### config.mk
export PLATFORM = sky130hd
export DESIGN_NAME = byte_serializer
export DESIGN_NICKNAME = d
export VERILOG_FILES = /design/src/rtl/byte_serializer_pkg.sv /design/src/rtl/byte_hold_reg.sv /design/src/rtl/byte_serializer.sv
export SDC_FILE = /design/constraint.sdc
export NUM_CORES = 1
export LEC_CHECK = 0
export ABC_CLOCK_PERIOD_IN_PS = 1600
export CAP_MARGIN = 10
export CORE_AREA = 2 2 64 66
export DETAILED_ROUTE_END_ITERATION = 16
export DIE_AREA = 0 0 66 68
export RECOVER_POWER = 100
export SLEW_MARGIN = 20
export SYNTH_ARGS = -nofsm -noshare
export SYNTH_HDL_FRONTEND = slang
export SYNTH_SLANG_ARGS = --single-unit
export TNS_END_PERCENT = 10
### constraint.sdc
create_clock -name clk -period 1.6 [get_ports clk]
set_input_delay 0.32 -clock clk [delete_from_list [all_inputs] [get_ports clk]]
set_output_delay 0.32 -clock clk [all_outputs]
set_load 0.005 [all_outputs]
### src/rtl/byte_serializer_pkg.sv
// Shared defaults and engine state encoding for the byte serializer and its hold register.
package byte_serializer_pkg;

    localparam int unsigned DefaultWidth     = 8;
    localparam bit          DefaultMsbFirst  = 1'b1;
    localparam logic        DefaultIdleLevel = 1'b0;

    typedef enum logic {
        StIdle  = 1'b0,
        StShift = 1'b1
    } eng_state_e;

endpackage

### src/rtl/byte_hold_reg.sv
// One-entry hold register that lets the next byte be taken while the current one shifts.
module byte_hold_reg
    import byte_serializer_pkg::*;
#(
    parameter int unsigned WIDTH = DefaultWidth
) (
    input  logic             clk,
    input  logic             rst,
    input  logic             wr_en_i,
    input  logic [WIDTH-1:0] wr_data_i,
    input  logic             pop_i,
    output logic             hold_valid_o,
    output logic [WIDTH-1:0] hold_data_o,
    output logic             ready_o
);

    logic             valid_q;
    logic [WIDTH-1:0] data_q;

    // Write and pop never coincide: writes are only possible while the entry is empty.
    always_ff @(posedge clk) begin
        if (rst) begin
            valid_q <= 1'b0;
            data_q  <= '0;
        end else if (wr_en_i) begin
            valid_q <= 1'b1;
            data_q  <= wr_data_i;
        end else if (pop_i) begin
            valid_q <= 1'b0;
        end
    end

    assign hold_valid_o = valid_q;
    assign hold_data_o  = data_q;
    assign ready_o      = ~valid_q;

endmodule

### src/rtl/byte_serializer.sv
// Parallel-to-serial front end: valid/ready byte input, one registered bit per clock out,
// with a fixed idle level whenever no byte is being shifted.
module byte_serializer
    import byte_serializer_pkg::*;
#(
    parameter int unsigned WIDTH      = DefaultWidth,
    parameter bit          MSB_FIRST  = DefaultMsbFirst,
    parameter logic        IDLE_LEVEL = DefaultIdleLevel
) (
    input  logic             clk,
    input  logic             rst,
    input  logic             DATA_VALID,
    input  logic [WIDTH-1:0] DATA_BYTE,
    output logic             DATA_READY,
    output logic             DATA_OUT,
    output logic             BIT_VALID,
    output logic             BYTE_START
);

    localparam int unsigned     CntW    = $clog2(WIDTH);
    localparam logic [CntW-1:0] CntLoad = CntW'(WIDTH - 1);
    localparam int unsigned     OutIdx  = MSB_FIRST ? WIDTH - 1 : 0;

    eng_state_e       state_q;
    logic [WIDTH-1:0] sreg_q;
    logic [WIDTH-1:0] sreg_shift;
    logic [CntW-1:0]  cnt_q;
    logic             data_out_q;
    logic             byte_start_q;

    logic             hold_valid;
    logic [WIDTH-1:0] hold_data;
    logic             hold_ready;

    logic             accept;
    logic             load_slot;
    logic             do_load;
    logic             hold_pop;
    logic             hold_wr;
    logic [WIDTH-1:0] load_byte;

    assign accept    = DATA_VALID && hold_ready;
    // The last bit of a byte and an idle cycle are both opportunities to start a new byte.
    assign load_slot = (state_q == StIdle) || (cnt_q == '0);
    assign hold_pop  = load_slot && hold_valid;
    assign do_load   = load_slot && (hold_valid || accept);
    // A byte bypasses the hold only when it can be loaded straight into an empty slot.
    assign hold_wr   = accept && !(load_slot && !hold_valid);
    assign load_byte = hold_valid ? hold_data : DATA_BYTE;

    always_comb begin
        sreg_shift = sreg_q;
        if (MSB_FIRST) begin
            sreg_shift = {sreg_q[WIDTH-2:0], 1'b0};
        end else begin
            sreg_shift = {1'b0, sreg_q[WIDTH-1:1]};
        end
    end

    always_ff @(posedge clk) begin
        if (rst) begin
            state_q      <= StIdle;
            sreg_q       <= '0;
            cnt_q        <= '0;
            data_out_q   <= IDLE_LEVEL;
            byte_start_q <= 1'b0;
        end else if (do_load) begin
            state_q      <= StShift;
            sreg_q       <= load_byte;
            cnt_q        <= CntLoad;
            data_out_q   <= load_byte[OutIdx];
            byte_start_q <= 1'b1;
        end else if (load_slot) begin
            state_q      <= StIdle;
            cnt_q        <= '0;
            data_out_q   <= IDLE_LEVEL;
            byte_start_q <= 1'b0;
        end else begin
            state_q      <= StShift;
            sreg_q       <= sreg_shift;
            cnt_q        <= cnt_q - CntW'(1);
            data_out_q   <= sreg_shift[OutIdx];
            byte_start_q <= 1'b0;
        end
    end

    byte_hold_reg #(
        .WIDTH(WIDTH)
    ) u_hold (
        .clk         (clk),
        .rst         (rst),
        .wr_en_i     (hold_wr),
        .wr_data_i   (DATA_BYTE),
        .pop_i       (hold_pop),
        .hold_valid_o(hold_valid),
        .hold_data_o (hold_data),
        .ready_o     (hold_ready)
    );

    assign DATA_READY = hold_ready;
    assign DATA_OUT   = data_out_q;
    assign BIT_VALID  = (state_q == StShift);
    assign BYTE_START = byte_start_q;

endmodule
# == After elaboration in Yosys (flattened, before gate mapping) ==
# Cells that the tools add are included.
# totals
register_bits,22
in_bits,11
out_inout_bits,4
elab_cells,34
# classes
addsub,1
eq_ne,1
muxes,12
n_bitwise,2
n_reduce_logical,11
# ops
cell,count
two-way mux 7 bit,2
two-way mux 8 bit,1
two-way mux 1 bit,7
two-way mux 3 bit,2
logical AND 1 bit,5
zero test 3 bit,1
subtractor 3 x 1 -> 3 bit (second input constant),1
zero test 1 bit,2
logical OR 1 bit,2
!= test 2 x 1 -> 1 bit (second input constant),1
inverter 1 bit,2
nonzero test 2 bit,1

# == Logic depth before layout (Yosys ltp) ==
# logic_depth
ltp_word,6
depth_mapped,7
mapped_depth_nobuf,5

# == By module ==
# From an unflattened synthesis, not the netlist that was laid out.
# hier_totals
cells_unflattened,106
area_unflattened_um2,1051.0
# modules_own_cells
mod,n_inst,cells_each,area_each_um2,seq_area_each_um2
byte_serializer,1,75,725.7,260.2
byte_hold_reg,1,31,325.3,180.2

# == Worst setup path before layout ==
# No wires, ideal clock.
# synth_path
kind,register to register
from,reg cnt_q[0]
to,reg sreg_q[2]
setup_ns,0.096
t_arrival_ns,1.276
t_required_ns,1.504
path_slack_ns,0.228
stages_incl_launch_ff,8
n_path_buf,2
period_less_slack_ns,1.372
path_cell_list,dfxtp_1 inv_1 ha_1 nand2b_4 buf_6 and2_4 buf_6 o41ai_2
# synth_between
elab_chain_cells,4
word_cells_on_any_way,5
cone_classes,1 x eq/ne; 1 x mux; 3 x reduce/logical
# synth_lines
element,line_no,rtl
start: declaration,byte_serializer.sv:27,logic [CntW-1:0] cnt_q;
start signal: assignment,byte_serializer.sv:70,cnt_q <= CntLoad;
start signal: assignment,byte_serializer.sv:81,cnt_q <= cnt_q - CntW'(1);
zero test 3 bit *,byte_serializer.sv:44,assign load_slot = (state_q == StIdle) || (cnt_q == '0);
logical OR 1 bit *,byte_serializer.sv:44,
logical AND 1 bit,byte_serializer.sv:46,assign do_load = load_slot && (hold_valid || accept);
!= test 2 x 1 -> 1 bit (no source line) or two-way mux 7 bit (tied branches),-,
end signal: assignment,byte_serializer.sv:69,sreg_q <= load_byte;
end signal: assignment,byte_serializer.sv:80,sreg_q <= sreg_shift;
end: declaration,byte_serializer.sv:25,logic [WIDTH-1:0] sreg_q;
# Every way passes the cells marked *; elsewhere a longest branch is shown, timed or not.
# A chain may end at the register's enable or synchronous reset.

# == Worst setup path after layout ==
# layout_path
from,"reg state_q, in the netlist BIT_VALID"
to,out BIT_VALID
# layout_lines
element,line_no,rtl
start: declaration,byte_serializer.sv:24,eng_state_e state_q;
start signal: assignment,byte_serializer.sv:62,state_q <= StIdle;
start signal: assignment,byte_serializer.sv:68,state_q <= StShift;
start signal: assignment,byte_serializer.sv:74,state_q <= StIdle;
end: declaration,byte_serializer.sv:16,"output logic BIT_VALID,"
# No word-level cell between the ends.

==> out/qor.csv <==
metric,value,unit
outcome,"complete, no violations",
tns,0,ns
startpoint_type,flop,
timing.final.ws_setup,0.0951,ns
dieHeight,68,µm
drtIter0Drc,15,
start_util,28.6,%
ys.warnings.count,0,
syn-cell-area,1100,µm²
root_buffer,clkbuf_8,
dp.cells,174,
routabilityCongestion,0.700,
routed_wl,2280,µm
slowest_stage,dlygate4sd3_1,
grt_pass1_vias,839,
avgSynthCellArea,9.94,µm²
endpoint_kind,primary output,
worst-path-buf-inv,1,
synth.area.top_cells,"dfxtp_1 (40%), nand2b_1 (9.1%), mux2i_1 (8.2%), a211oi_1 (6.1%), nand4b_1 (4.8%)",
cp.arrival,1.18,ns
ff2ff_path_depth,6,
worst_pin_slew,0.278,ns
yosysTopAreaCell,dfxtp_1,
diodes,0,
whs_path_depth,1,
drc,0,
final_area,1380,µm²
cpPeakStageDelay,0.57,ns
fin_hold_ws,0.447,ns
synth_fp_nets,124,
final_cells,178,
power,1.36,mW
utilization,35.7,%
min_from,cnt_q[0],
hold_violations,0,
slew_headroom,81.2,%
final_nets,142,
ant_nets,0,
max_freq,665,MHz
die_x,66,µm
synth_edf_count,0,
rr_startpoint,cnt_q[0],
async_flop_share,0,%
multi_input_area,567,µm²
syn_to_final_growth,24.6,%
r2r-end,u_hold.hold_data_o[0],
path_clk_slew,0.09,ns
synth_seq_cells,22,
setup_viol,0,
clockBufferDepth,2,
placed_area,1330,µm²
io_buffers,14,
rsz0062_at_grt,no,
crit_type,flop to primary output,
powerDensity,991,nW/µm²
ys_seq_area_share,39.9,%
cp_data_required_time,1.28,ns
syn_inst,111,
regArea,440,µm²
rows,23,
maxCapViolCount,0,
grt_overflow_total,0,
grt_antenna_before_repair,0,
grt_usage,11.4,%
r2r_slack,0.11,ns
leakage,0.519,nW
dr.pass1.iters,4,
core-area,3860,µm²
layout_min_cycle_time,1.50,ns
synth_ff_type,dfxtp_1,
clk_latency,0.27,ns
crit_family,buffers and inverters,
layout-drive-gt1-share,14.8,%
path_cells,dlygate4sd3_1,
hold_path_end,cnt_q[0],
dp_slack,-0.0976,ns
final_cell_mix,"dfxtp_1 (22), nand2b_1 (16), clkdlybuf4s50_1 (11)",
yosysUniqueCellTypes,26,
cp.depth,1,
hpwl,1610,µm
cts_sinks,22,
peakVddDrop,0.000431,V
grt_pass1_wl,3970,µm
finalCritPeriodShare,94.1,%
drt-vias-per-instance,4.69,
cts_tree,built,
io_pins,15,
drv_slew,0,
fillers,395,
hold_class,flop to flop,
die-area,4490,µm²
numCtsBuffers,3,
critPathMaxFanout,2,
skew,0.00599,ns
num_vias,834,
post_cts_buffers,0,
routedWlPerCell,12.8,µm
grt_max_degree,37,
htreeDepth,1,
final_common_cell,dfxtp_1,
netlist.area_leader.share,39.9,%
[layout make-up]
class,count,share of cell area [%]
Multi-Input combinational cell,74,41.2
Sequential cell,22,32.0
Clock inverter,1,2.18
Tap cell,50,4.55
Timing Repair Buffer,24,15.9
Clock buffer,3,3.00
Inverter,4,1.09
[cell usage after synthesis, drive strengths merged, types with 2 or more instances]
library cell / count
dfxtp: 22
nand2b: 17
a211oi: 9
mux2i: 9
nor2: 9
buf: 6
nand4b: 6
nor2b: 6
o41ai: 6
clkbuf: 5
inv: 4
ha: 2
[sequential cells by signal, summed over array words and instances, names as in the netlist]
name and count:
DATA_OUT 1, BYTE_START 1, BIT_VALID 1, sreg_q 7, u_hold.hold_valid_o 1, u_hold.hold_data_o 8
cnt_q 3
[worst max path at each step]
stage | from | end | slack (ns)
global route | cnt_q[0] | u_hold.hold_data_o[1] | 0.02
global placement | DATA_VALID | sreg_q[5] | -0.04
CTS | u_hold.hold_valid_o | DATA_READY | 0.03
detailed placement | DATA_VALID | sreg_q[6] | -0.1
floorplan | cnt_q[0] | sreg_q[2] | 0.23
finish | BIT_VALID | BIT_VALID | 0.1
[cell families after synthesis]
logic type      Yosys count  synth area share (%)
simple gates             43                  24.7
flops                    22                  39.9
compound gates           19                  16.8
buf+inv                  15                  7.37
mux                       9                  8.16
fa+ha+maj                 2                  2.27
xor+xnor                  1                 0.794
[timing repair]
action | in CTS | in global routing
setup endpoints to repair | 0 | 1
hold buffers | 0 | 0
gates resized for setup | 0 | 1
[power by group]
| group | internal, mW | total, mW | switching [mW] |
|---|---|---|---|
| Clock | 0.335 | 0.530 | 0.195 |
| Sequential | 0.587 | 0.605 | 0.0182 |
| Combinational | 0.120 | 0.228 | 0.108 |
| Total | 1.04 | 1.36 | 0.321 |
[routing by layer]
metal  part of all wire, %  routed length [µm]  global-route usage [%]  vias to the layer above
met5                     0                   0                       0                        -
met4                   1.9                  43                    5.36                        0
met3                   2.7                  61                    2.14                        5
met2                    46                1050                    17.8                       11
met1                    49                1120                    15.3                      390
li1                      -                   -                       -                      428
(Power assumes the default switching activity.)
